File: src/rtl/melody_sequencer.sv
// rtl/melody_sequencer.sv - tempo-ticked note sequencer walking a duration ROM
//
// Purpose:
//   Steps a note-ROM address from 0 to LAST_ADDR. Every note is held for
//   max(dur_in,1) tempo ticks, and a tempo tick is TICK_DIV clk cycles of
//   PLAY. Playback can be paused and resumed, stopped, or looped. Without
//   loop it ends in DONE with a one-cycle done pulse.
//
// Parameters:
//   TICK_DIV  - clk cycles per tempo tick (>= 2)
//   LAST_ADDR - final note-ROM address of the melody
//   AW        - address width (LAST_ADDR < 2**AW)
//
// Ports:
//   clk     in   system clock, all logic on its rising edge
//   reset   in   asynchronous active-high reset
//   play    in   start from IDLE/DONE, resume from PAUSE
//   pause   in   freeze playback while in PLAY
//   stop    in   abort to IDLE from any state (highest priority)
//   loop    in   wrap LAST_ADDR -> 0 instead of finishing
//   dur_in  in   note duration in ticks, read from the ROM at addr
//   addr    out  note-ROM address currently playing
//   note_en out  high only in PLAY, gates the tone generator
//   busy    out  high in PLAY or PAUSE
//   done    out  registered one-cycle pulse at end of melody
//   state   out  IDLE=0, PLAY=1, PAUSE=2, DONE=3

module melody_sequencer #(
  parameter int TICK_DIV  = 25000000,
  parameter int LAST_ADDR = 148,
  parameter int AW        = 8
) (
  input  logic          clk,
  input  logic          reset,
  input  logic          play,
  input  logic          pause,
  input  logic          stop,
  input  logic          loop,
  input  logic [3:0]    dur_in,
  output logic [AW-1:0] addr,
  output logic          note_en,
  output logic          busy,
  output logic          done,
  output logic [1:0]    state
);

  localparam logic [1:0] S_IDLE  = 2'd0;
  localparam logic [1:0] S_PLAY  = 2'd1;
  localparam logic [1:0] S_PAUSE = 2'd2;
  localparam logic [1:0] S_DONE  = 2'd3;

  localparam int            TW       = (TICK_DIV > 2) ? $clog2(TICK_DIV) : 1;
  localparam logic [TW-1:0] TICK_MAX = TW'(TICK_DIV - 1);
  localparam logic [AW-1:0] LAST_A   = AW'(LAST_ADDR);

  logic [1:0]    state_r;
  logic [AW-1:0] addr_r;
  logic [TW-1:0] tick_cnt;
  logic [3:0]    dur_cnt;
  logic          load_pend;
  logic          done_r;

  logic tick;
  logic advance;
  logic finish;

  // The tick counter only runs in PLAY, so a tick can only occur there.
  assign tick = (state_r == S_PLAY) && (tick_cnt == TICK_MAX);

  // A note ends on a tick once its duration has counted down to 1. The
  // duration load always happens on a tick count of 0. Every addr update
  // restarts the tick count at 0, and TICK_DIV >= 2. Together these mean
  // a pending load never coincides with a tick.
  assign advance = tick && !load_pend && (dur_cnt <= 4'd1);

  // Reaching the last note without loop ends the melody. This takes
  // precedence over a simultaneous pause, so the done pulse is never lost.
  assign finish = advance && (addr_r >= LAST_A) && !loop;

  always_ff @(posedge clk or posedge reset) begin
    if (reset) begin
      state_r   <= S_IDLE;
      addr_r    <= '0;
      tick_cnt  <= '0;
      dur_cnt   <= 4'd0;
      load_pend <= 1'b0;
      done_r    <= 1'b0;
    end else begin
      done_r <= 1'b0;
      if (stop) begin
        state_r   <= S_IDLE;
        addr_r    <= '0;
        tick_cnt  <= '0;
        dur_cnt   <= 4'd0;
        load_pend <= 1'b0;
      end else begin
        case (state_r)
          S_IDLE, S_DONE: begin
            if (play) begin
              state_r   <= S_PLAY;
              addr_r    <= '0;
              tick_cnt  <= '0;
              dur_cnt   <= 4'd0;
              load_pend <= 1'b1;
            end
          end

          S_PLAY: begin
            tick_cnt <= tick ? '0 : tick_cnt + TW'(1);

            // The ROM answers one cycle after addr changes, so the duration
            // is captured on the first PLAY cycle after each address update.
            if (load_pend) begin
              dur_cnt   <= (dur_in == 4'd0) ? 4'd1 : dur_in;
              load_pend <= 1'b0;
            end else if (tick) begin
              if (dur_cnt > 4'd1) begin
                dur_cnt <= dur_cnt - 4'd1;
              end else if (addr_r < LAST_A) begin
                addr_r    <= addr_r + AW'(1);
                load_pend <= 1'b1;
              end else if (loop) begin
                addr_r    <= '0;
                load_pend <= 1'b1;
              end else begin
                // addr stays at LAST_A while the sequencer sits in DONE.
                state_r <= S_DONE;
                done_r  <= 1'b1;
              end
            end

            // The current PLAY cycle still counts. Pause only stops counting
            // from the next cycle on, and play is ignored here.
            if (pause && !finish) begin
              state_r <= S_PAUSE;
            end
          end

          S_PAUSE: begin
            // Counters and load_pend are frozen, so playback resumes mid-note.
            if (play && !pause) begin
              state_r <= S_PLAY;
            end
          end
        endcase
      end
    end
  end

  assign addr    = addr_r;
  assign state   = state_r;
  assign done    = done_r;
  assign note_en = (state_r == S_PLAY);
  assign busy    = (state_r == S_PLAY) || (state_r == S_PAUSE);

endmodule

File: config.mk
export PLATFORM = sky130hd
export DESIGN_NAME = melody_sequencer
export DESIGN_NICKNAME = d
export VERILOG_FILES = /design/src/rtl/melody_sequencer.sv
export SDC_FILE = /design/constraint.sdc
export NUM_CORES = 1
export LEC_CHECK = 0
export ABC_AREA = 1
export CAP_MARGIN = 0
export CORE_MARGIN = 2
export CORE_UTILIZATION = 35
export DETAILED_ROUTE_END_ITERATION = 12
export GPL_TIMING_DRIVEN = 0
export PLACE_DENSITY = 0.53
export SETUP_SLACK_MARGIN = 0.02
export SLEW_MARGIN = 20
export SYNTH_ARGS = -nofsm -noshare
export SYNTH_HDL_FRONTEND = slang
export SYNTH_SLANG_ARGS = --single-unit
File: constraint.sdc
create_clock -name clk -period 1.6 [get_ports clk]
set_clock_uncertainty 0.05 [all_clocks]
set_input_delay 0.16 -clock clk [delete_from_list [all_inputs] [get_ports clk]]
set_output_delay 0.16 -clock clk [all_outputs]
set_load 0.005 [all_outputs]
# After elaboration in Yosys (flattened, before gate mapping)
# Cells that the tools add are included.
[op_classes] multipliers=0 div=0 n_bitwise=0 n_lt_le_gt_ge=4 n_reduce_logical=20 n_mux=44 eq_ne=17 shifts=0 n_addsub=3
[ops] op="2-to-1 mux 25 bit" n=3
[ops] op="2-to-1 mux 8 bit" n=7
[ops] op="one-hot mux 25 bit (2 select lines)" n=1
[ops] op="adder 25 x 1 -> 25 bit, second input constant" n=1
[ops] op="== test 25 bit, second input constant" n=1
[ops] op="2-to-1 mux 4 bit" n=6
[ops] op="!= test 4 x 3 -> 1 bit, second input constant" n=5
[ops] op="2-to-1 mux 2 bit" n=9
[ops] op="one-hot mux 8 bit (2 select lines)" n=1
[ops] op="2-to-1 mux 1 bit" n=14
[ops] op="!= test 3 bit, second input constant" n=4
[ops] op="!= test 4 x 2 -> 1 bit, second input constant" n=3
[ops] op="adder 8 x 1 -> 8 bit, second input constant" n=1
[ops] op="greater-or-equal comparator 8 bit, second input constant" n=1
[ops] op="less-than comparator 8 bit, second input constant" n=1
[ops] op="one-hot mux 4 bit (2 select lines)" n=1
[ops] op="logical AND 1 bit" n=7
[ops] op="AND reduction 7 bit" n=1
[ops] op="one-hot mux 2 bit (3 select lines)" n=1
[ops] op="AND reduction 6 bit" n=1
[ops] op="== test 2 bit, second input constant" n=2
[ops] op="> comparator 4 x 1 -> 1 bit, second input constant" n=1
[ops] op="less-or-equal comparator 4 x 1 -> 1 bit, second input constant" n=1
[ops] op="logical NOT 1 bit" n=4
[ops] op="11 further kinds" n=11
[totals] rom_bits=0 mem_bits_rw=0 latchBits=0 n_memories=0 register_bits=41 out_inout_bits=13 in_bits=10 word_cells=94

# Depth between registers and ports, before layout
# Gate-level depths: netlist of the first run.
[logic_depth] depth_word=11 ltp_mapped=14 depth_no_buf=13

# Least setup slack after synthesis of the first run
# OpenSTA, ideal clock, no wires.
[synth_timing] path_kind="flip-flop to flip-flop" from="register state_r[1], in the netlist state[1]" to="register addr_r[7], in the netlist addr[7]" path_stages_with_launch=14 path_buffers=2 arrival_ps=1647 t_required_ps=1423 slack_ps=-224 period_less_slack_ps=1824 cell_sequence="dfrtp_1 inv_1 ha_1 buf_6 nand2_1 nor2_2 nand2_1 nor2_1 nand3_1 nand2_2 nand4_4 buf_6 nand2_2 o21ai_0"
[synth_between] elab_chain_cells=4
[synth_rtl] element="start: declaration" line="56" rtl="logic [1:0] state_r;"
[synth_rtl] element="start signal: assignment" line="82" rtl="state_r <= S_IDLE;"
[synth_rtl] element="start signal: assignment" line="91" rtl="state_r <= S_IDLE;"
[synth_rtl] element="start signal: assignment" line="100" rtl="state_r <= S_PLAY;"
[synth_rtl] element="== test 2 x 1 -> 1 bit *"
[synth_rtl] element="via note_en" line="41" rtl="output logic note_en,"
[synth_rtl] element="logical AND 1 bit" line="68" rtl="assign tick = (state_r == S_PLAY) && (tick_cnt == TICK_MAX);"
[synth_rtl] element="!= test 3 x 2 -> 1 bit (no source line)"
[synth_rtl] element="AND reduction 6 bit (no source line)"
[synth_rtl] element="end signal: assignment" line="120" rtl="addr_r <= addr_r + AW'(1);"
[synth_rtl] element="end: declaration" line="57" rtl="logic [AW-1:0] addr_r;"
# The timed path passes the listed nets; every way through them passes the cells marked *.
# A chain may end at the register's enable or synchronous reset.

# Final worst setup path of the first run
[layout_timing] from="register state_r[1], in the netlist state[1]" to="register tick_cnt[8]"
[layout_between] elab_chain_cells=5
[layout_rtl] element="== test 2 x 1 -> 1 bit" line="68, 97"
[layout_rtl] element="logical AND 1 bit" line="68"
[layout_rtl] element="2-to-1 mux 25 bit" line="109" rtl="tick_cnt <= tick ? '0 : tick_cnt + TW'(1);"
[layout_rtl] element="one-hot mux 25 bit (2 select lines)" line="97" rtl="case (state_r)"
[layout_rtl] element="2-to-1 mux 25 bit" line="90" rtl="if (stop) begin"
[layout_rtl] element="end signal: assignment" line="109"
[layout_rtl] element="end: declaration" line="58" rtl="logic [TW-1:0] tick_cnt;"
# Several ways; a longest one is shown, not always the timed one.

==> results of run 1 <==
-- where the power goes --
part | total, W | switching, W | internal, W
clock | 0.000712 | 0.000369 | 0.000343
combinational | 0.00349 | 0.00165 | 0.00184
sequential | 0.00133 | 0.000168 | 0.00116
total | 0.00553 | 0.00219 | 0.00334
-- worst min-delay path by stage --
stage	from	end	cells past startpoint
2_1_floorplan	stop	state[1]	3
3_3_place_gp	tick_cnt[1]	tick_cnt[1]	2
3_5_place_dp	tick_cnt[1]	tick_cnt[1]	2
4_1_cts	reset	tick_cnt[21]	2
5_1_grt	reset	tick_cnt[21]	2
6_report	reset	tick_cnt[21]	2
-- synth_stat cells, drive strengths merged --
master,instances,area [um^2]
nor4,2,12.5
o21ai,24,146
a31oi,1,6.26
dfrtp,41,1030
nand4,6,52.6
xnor2,3,26.3
inv,52,200
o21bai,1,7.51
xor2,6,52.6
o22ai,2,12.5
a21boi,1,11.3
a21o,2,15.0
nor3,17,101
a211oi,2,15.0
nand3,30,160
nor2,49,221
nand2,80,333
ha,7,87.6
nor3b,5,42.5
a21oi,14,70.1
buf,5,50.0
o21a,2,15.0
o211ai,1,7.51
-- cells by family (layout without fill, tap and decap cells) --
family	count (synthesis)	in the layout	synth area share
AOI/OAI and AO/OA	50	50	0.115
adders and majority gates	7	7	0.0328
DFF	41	41	0.384
and+or+nand+nor	189	189	0.345
xor gates and xnor gates	9	9	0.0295
buffers and inverters	57	124	0.0936
-- worst register-to-register path, delay by kind of cell, from the launching register on --
| kind | cells | cell delay (ps) |
|---|---|---|
| flops | 1 | 410 |
| simple gates | 4 | 540 |
| fa+ha+maj | 1 | 250 |
| buf+inv | 6 | 560 |
-- flip-flops by register name, summed over array words and instances, names as in the netlist --
name / flops
dur_cnt: 4
load_pend: 1
done: 1
state: 2
tick_cnt: 25
addr: 8
-- cell type report --
| class | instances | area [um^2] |
|---|---|---|
| buffer | 4 | 56.3 |
| clock buffer | 7 | 86.3 |
| fill | 677 | 3460 |
| inverter | 52 | 218 |
| multi-input combinational | 255 | 1690 |
| sequential | 41 | 1030 |
| tap | 99 | 124 |
| timing repair buffer | 61 | 673 |
-- metal layers --
layer | global-route usage | up-vias | share of wire
li1 | - | 1279 | -
met1 | 0.221 | 1157 | 0.46
met2 | 0.301 | 48 | 0.50
met3 | 0.0332 | 9 | 0.031
met4 | 0.0644 | 0 | 0.011
met5 | 0 | - | 0
-- stage by stage --
| stage | setup WS (ps) | utilization | setup TNS, ps | hold slack [ps] | total power, W |
|---|---|---|---|---|---|
| 2_1_floorplan | -189 | - | -5120 | 304 | 0.00259 |
| 3_3_place_gp | -594 | 0.417 | -38630 | 449 | 0.00316 |
| 3_5_place_dp | -497 | 0.421 | -14800 | 452 | 0.00319 |
| 4_1_cts | -337 | 0.492 | -10480 | 194 | 0.00510 |
| 5_1_grt | -390 | 0.528 | -13020 | 223 | 0.00588 |
| 6_report | -338 | 0.528 | -8560 | 172 | 0.00553 |
-- what timing repair did --
action                     4_1_cts  5_1_grt
pin swaps                       11       16
setup buffers                   26       10
cloned                           2        1
gates resized for setup         47       38
setup endpoints to repair       43       44
==> results.md, run 1 <==
Worst setup path:
- Walking the worst path, the cells encountered are buf_6, ha_4, inv_4, nand3_4, nand2_8, inv_12, buf_12, nand2_8, inv_8, buf_12, nor4_2.
- The worst flop-to-flop path endpoint is tick_cnt[8].
- The slowest cell on the critical path is dfrtp_1.
- The data arrival at the endpoint of the critical path is approximately 2100 ps.
- The required time of the critical path is 1740 ps.
- The number of buffer and inverter instances along the worst setup path is 6.
- Setup slack on the worst reg-to-reg path comes out at -340 ps.
- The worst register-to-register path begins at state[1].
- In this run the worst setup path terminates at tick_cnt[8].
- The biggest cell delay along the critical path is 410 ps.
- The setup path with the least slack is of type register to register.
- The critical path runs through a total of 11 cells.
- The worst register-to-register path has a depth of 11.
- The timing startpoint of the critical path is state[1].
- The cell class contributing the biggest share of worst-path delay is buffers and inverters.
- The worst setup path is captured at a register.
- In this run the worst path has a maximum fanout of 6.
- The startpoint class of the critical path is a register.

Drt:
- The detail route stage leaves a number of antenna-violating nets equal to 0.
- After detailed routing, the number of vias per cell comes to around 4.8.
- The number of detailed-routing iterations run before antenna repair is 4.
- After the first detailed-routing iteration, the DRC count stood at 76.
- In the final routed layout, each cell accounts on average for 13.4 um.
- The number of remaining DRC errors is 0.
- For this block, the routed nets add up to between 6 and 7 mm of wire.
- The total via count in the routed design is ~2,500.

Clock tree:
- The hold buffer count at CTS is 0.
- The number of clock buffers inserted by TritonCTS is 5.
- The CTS clock-pin slew for the worst setup and hold paths is about 90 ps.
- The clock tree from TritonCTS is yes.
- The cell sitting at the root of the clock tree is a clkbuf_8.
- The number of clock sinks seen by CTS is 41.
- The clock latency at the later pin of the worst-skew pair is roughly 300 ps.
- The number of H-tree levels is 2.
- In this run the deepest clock path goes through 2 buffers.

Logic synthesis:
- Synthesis produced about 350 cells.
- The average size of a mapped cell is 7.57 um^2.
- The warning count from the yosys run is 0.
- Counting every net in the synthesized netlist gives between 300 and 400.
- The share of the Yosys chip area taken by registers is 0.384.
- The distinct cell type count after synthesis is 37.
- The synthesized area is 2670 um^2.
- The post-synthesis sequential element count is 41.

STA:
- For the pin with the worst max-slew slack, the measured transition is around 560 ps.
- Measured against its own limit, the worst slew margin works out to 0.629.
- The final setup slack of the worst path is -338 ps.
- The maximum clock frequency is 0.516 GHz.
- The final number of hold-violating endpoints is 0.
- The total count of max-transition violations in the final report is 0.
- Counting I/O delays and the setup requirement, the final critical path takes between 1500 and 2000 ps.
- Setup repair after global routing could not meet its margin everywhere.
- The number of failing setup endpoints in the final timing report is 40.
- In the finished design, the share of the clock period the worst path needs comes to 1.21.

Placement:
- The detailed placement HPWL is between 4 and 5 mm.
- The number of placed instances with taps included is about 480.
- The standard cell area after detailed placement is 3080 um^2.
- At the end of routability-driven placement, the weighted congestion stood at 0.782.
- The number of I/O port buffers is 22.

Global routing:
- The overall overflow remaining after global route is 0.
- The number of antenna violations at the first check in global routing is 0.
- Entering global routing, the biggest net connects 24 pins.
- The all-layer global routing usage is 0.177.
- The first-pass GRT wire length is 11.9 mm.
- The via count of the first global-routing pass was 2,516.

Floorplanning:
- For this design the top-level I/O count stands at 23.
- For this configuration, the core starts out at a cell density of 0.365.
- The count of standard-cell rows is 31.
- Measured along the x axis, the die boundary spans between 90 and 100 um.
- The floorplan core area is 7330 um^2.
- In this run the vertical extent of the chip is 91.4 um.
- The total die area is between 8000 and 9000 um^2.

Pwr:
- The maximum vdd ir drop is approximately 0.55 mV.
- The leakage power is approximately 1.7 nW.
- Power spread over the standard cell area amounts to 1430 nW/um^2.

Finish:
- Compared with the post-synthesis result, the final layout area differs by 44.9%.
- The repair_antennas step left the layout with diodes totalling 0.
- For this run, the post-layout net count is about 440.
- The top cell types in the final layout, fill and taps aside, are nand2_1, inv_1, dfrtp_1.
- The most common cell after layout, fill and taps aside is nand2_1.
- The share of final-layout standard cells stronger than drive strength 1 is 0.312.
- The final cell area excluding filler cells is about 3900 um^2.
- The final instance count without filler cells is just over 500.

Min path:
- The tightest min-delay check is of the input port to asynchronous set/reset pin type.

Job:
- The max-cap violation count is 0.

Outcome:
- The final reports fail on negative setup slack.
- The flow ran to the end, but the final reports show violations.
(Power assumes the default switching activity.)
==> run 2: changes to the inputs <==
--- a/config.mk
+++ b/config.mk
@@ -12,7 +12,7 @@
 export DETAILED_ROUTE_END_ITERATION = 12
 export GPL_TIMING_DRIVEN = 0
 export PLACE_DENSITY = 0.53
-export SETUP_SLACK_MARGIN = 0.02
+export SETUP_SLACK_MARGIN = 0.5
 export SLEW_MARGIN = 20
 export SYNTH_ARGS = -nofsm -noshare
 export SYNTH_HDL_FRONTEND = slang
==> run 2 against run 1 <==
- the run still ends with negative setup slack left
- critical path type unchanged
- combinational power fell by 5.7%
- first-iteration DRC count increased by 38%
- sequential share of layout area is 0.64 points lower
- die area unchanged
- largest cell class unchanged
- highest routed layer unchanged
- flip-flop and latch count unchanged
- cell count up 1.3%
- worst hold slack improved by 150 ps
- via count up 3.4%
- core utilization is 1.5 points higher
==> results.md, run 2 (synthesized netlist as in run 1, its figures left out) <==
Outcome:
- The run finished, with violations left.
- The checks that failed: negative setup slack.

Pwr:
- The relative contribution of sequential cells to total power is 0.242.
- The leakage power is around 1.8 nW.
- The share of power burned in the clock network is 0.155.
- The power density over cell area is 1370 nW/um^2.
- Internal power comes to 0.00316 W.
- Of the total power, combinational logic draws 0.603.
- Of the total power, the share spent switching nets is 0.420.
- The maximum vdd ir drop is around 0.63 mV.
- The analysis attributes to net switching a power of ~0.0023 W.

Clock tree:
- Buffers inserted during clock tree synthesis total 5.
- In this run, post-CTS hold repair placed 0 buffers.
- Clock-pin slew was measured on the worst setup and hold paths at 90 ps.
- The clock net in this run drives a total of between 40 and 50 sinks.
- CTS built an H-tree with a depth of 2.
- The root buffer cell is clkbuf_8.
- The clock tree from TritonCTS is yes.
- The clock latency at the later pin of the worst-skew pair is 300 ps.
- The deepest clock path buffer count is 2.

Drt:
- The number of remaining DRC errors is 0.
- The average wire length per cell after detail routing is approximately 14 um.
- The highest metal layer with signal wires is met4.
- The routed design has approximately 7.4 mm of wire.
- The total length of routed met3 wires is 174 um.
- Summed over all nets, wire length on met2 after detailed routing comes to around 3.8 mm.
- After detailed routing, the wire length on met1 is around 3.4 mm.
- The total via count in the routed design is 2,577.
- The first-iteration detailed-routing DRC count is about 110.
- The per-cell via count in the routed design is roughly 5.
- Once detail routing completed, the nets flagged for antenna violations numbered 0.
- The first detailed-routing pass ran for 4 iterations.

STA:
- At the pin with the least slew margin, the transition time is between 500 and 600 ps.
- The final number of hold-violating endpoints is 0.
- In the finished design, the share of the clock period the worst path needs comes to 1.18.
- The headroom to the max-slew limit is 0.628.
- Across all hold checks on the routed design, the worst slack comes to 326 ps.
- The total count of max-transition violations in the final report is 0.
- The number of failing setup endpoints in the final timing report is 40.
- The maximum clock frequency is approximately 0.53 GHz.
- Setup repair after global routing could not meet its margin everywhere.
- The final setup slack of the worst path is -296 ps.
- The minimum period implied by the final worst setup slack is roughly 1900 ps.

Worst setup path:
- The worst setup path is launched from a register.
- Counting cells, the worst reg-to-reg path comes to 9.
- The slack of the worst reg-to-reg path is -300 ps.
- The critical setup path kind is register to register.
- The worst register-to-register path begins at state[1].
- The capturing element type of the critical path is a register.
- The critical-path maximum fanout is 5.
- The worst flop-to-flop path endpoint is tick_cnt[21].
- For the worst setup path, the data required time is between 1500 and 2000 ps.
- The data arrival at the endpoint of the critical path is roughly 2100 ps.

Finish:
- The top cell types in the final layout, fill and taps aside, are nand2_1, inv_1, dfrtp_1.
- In the final layout, the share of cells above drive strength 1 is 0.415.
- From synthesis to final layout, the design area changed by 49.0%.
- Leaving out fill and tap cells, the most frequent cell in the layout is nand2_1.
- The register with the most flip-flops in the final layout is tick_cnt.
- Fill cells in the final layout number ~670.
- The utilization after layout is 0.543.
- At the end of the flow, the number of nets in the layout was between 400 and 500.
- The register with the most flip-flops in the layout has 25 of them.
- The number of diodes added for antenna fixing is 0.

Global routing:
- The overall overflow remaining after global route is 0.
- The via count of the first global-routing pass came to between 2,000 and 3,000.
- The largest net degree at the start of global routing is 42.
- The number of antenna violations at the first check in global routing is 0.
- The first-pass GRT wire length is around 12 mm.
- In the global route stage, overall resource usage came out at 0.178.

Placement:
- In this run the tool buffered the top-level ports with 22 buffer cells.
- The detailed placement HPWL is 4.40 mm.
- The routability-driven placement congestion ratio is 0.773.

Floorplanning:
- The floorplan core area is ~7300 um^2.
- The overall die height is roughly 90 um.
- The number of placed I/O pins is 23.
- The count of standard-cell rows is 31.
- The total die area is about 8400 um^2.
- The starting density of the core is 0.365.
- The die width is around 91 um.

Min path:
- The class of the tightest hold or removal check is input port to asynchronous set/reset pin.

Job:
- The tool flagged a number of max-cap violations equal to 0.
==> run 2: cell types whose count changed in the layout (fill, tap and decap cells not counted), moves of 4 or more <==
cell,change
nor3_2,+4
nor2_4,+5
nor3_1,-5
buf_4,+9
nand2_4,+6
buf_2,+5
clkdlybuf4s50_1,-11
nor2_1,-7
buf_6,+7
nand3_2,+5
nand2_1,-6
==> run 2: power by group through the flow <==
stage	combinational (W)	clock (W)	sequential [W]
final	0.00329	0.000847	0.00132
after global routing	0.00357	0.000916	0.00134
after CTS	0.00274	0.000869	0.00130
after detailed placement	0.00185	0	0.00132
after global placement	0.00185	0	0.00132
after floorplan	0.00130	0	0.00129
==> run 2: cell type report <==
cell class	instances	area [um^2]	share of cell area
Timing Repair inverter	1	7.51	0.00189
Clock buffer	5	68.8	0.0173
Tap cell	99	124	0.0311
Timing Repair Buffer	66	622	0.156
Buffer	5	65.1	0.0163
Sequential cell	41	1030	0.259
Inverter	52	224	0.0562
Clock inverter	2	35.0	0.00880
Multi-Input combinational cell	255	1810	0.453
==> run 2: worst max-delay path by stage <==
stage,from,endpoint,slack [ps],depth (start not counted)
floorplan,state[1],addr[7],-190,13
global placement,state[1],tick_cnt[13],-480,13
detailed placement,state[1],tick_cnt[13],-490,13
CTS,state[1],tick_cnt[22],-250,11
global route,state[1],tick_cnt[21],-430,9
finish,state[1],tick_cnt[21],-300,9
==> run 2: what timing repair did <==
item | in CTS | in global routing
gates cloned | 1 | 1
endpoints found under the setup margin | 54 | 95
resized for setup | 106 | 68
pin swaps | 13 | 24
setup buffers | 36 | 7
==> run 2: routing by layer <==
layer / track usage / vias to the layer above
met2: 0.304 / 40
met5: 0 / -
met4: 0.0543 / 0
met1: 0.230 / 1236
met3: 0.0290 / 2
li1: - / 1299
==> run 2: worst max-delay path, stage by stage (launching register included) <==
cell and delay [ps]:
dfrtp_1 400, buf_6 130, ha_4 280, inv_4 40, nand3_4 90, nand2_8 80, nor3_4 300, nand3_2 160
o21bai_1 150, a21boi_2 150
==> run 2: through the flow <==
step | total power (W) | area (um^2) | setup slack (ps) | std cells | TNS, ps
finish | 0.00545 | 3980 | -296 | 526 | -8860
global route | 0.00582 | 3980 | -427 | 526 | -14340
CTS | 0.00491 | 3660 | -247 | 518 | -8040
detailed placement | 0.00317 | 3060 | -490 | 474 | -15160
global placement | 0.00316 | 3060 | -478 | 474 | -14550
floorplan | 0.00259 | 2720 | -189 | 353 | -5110
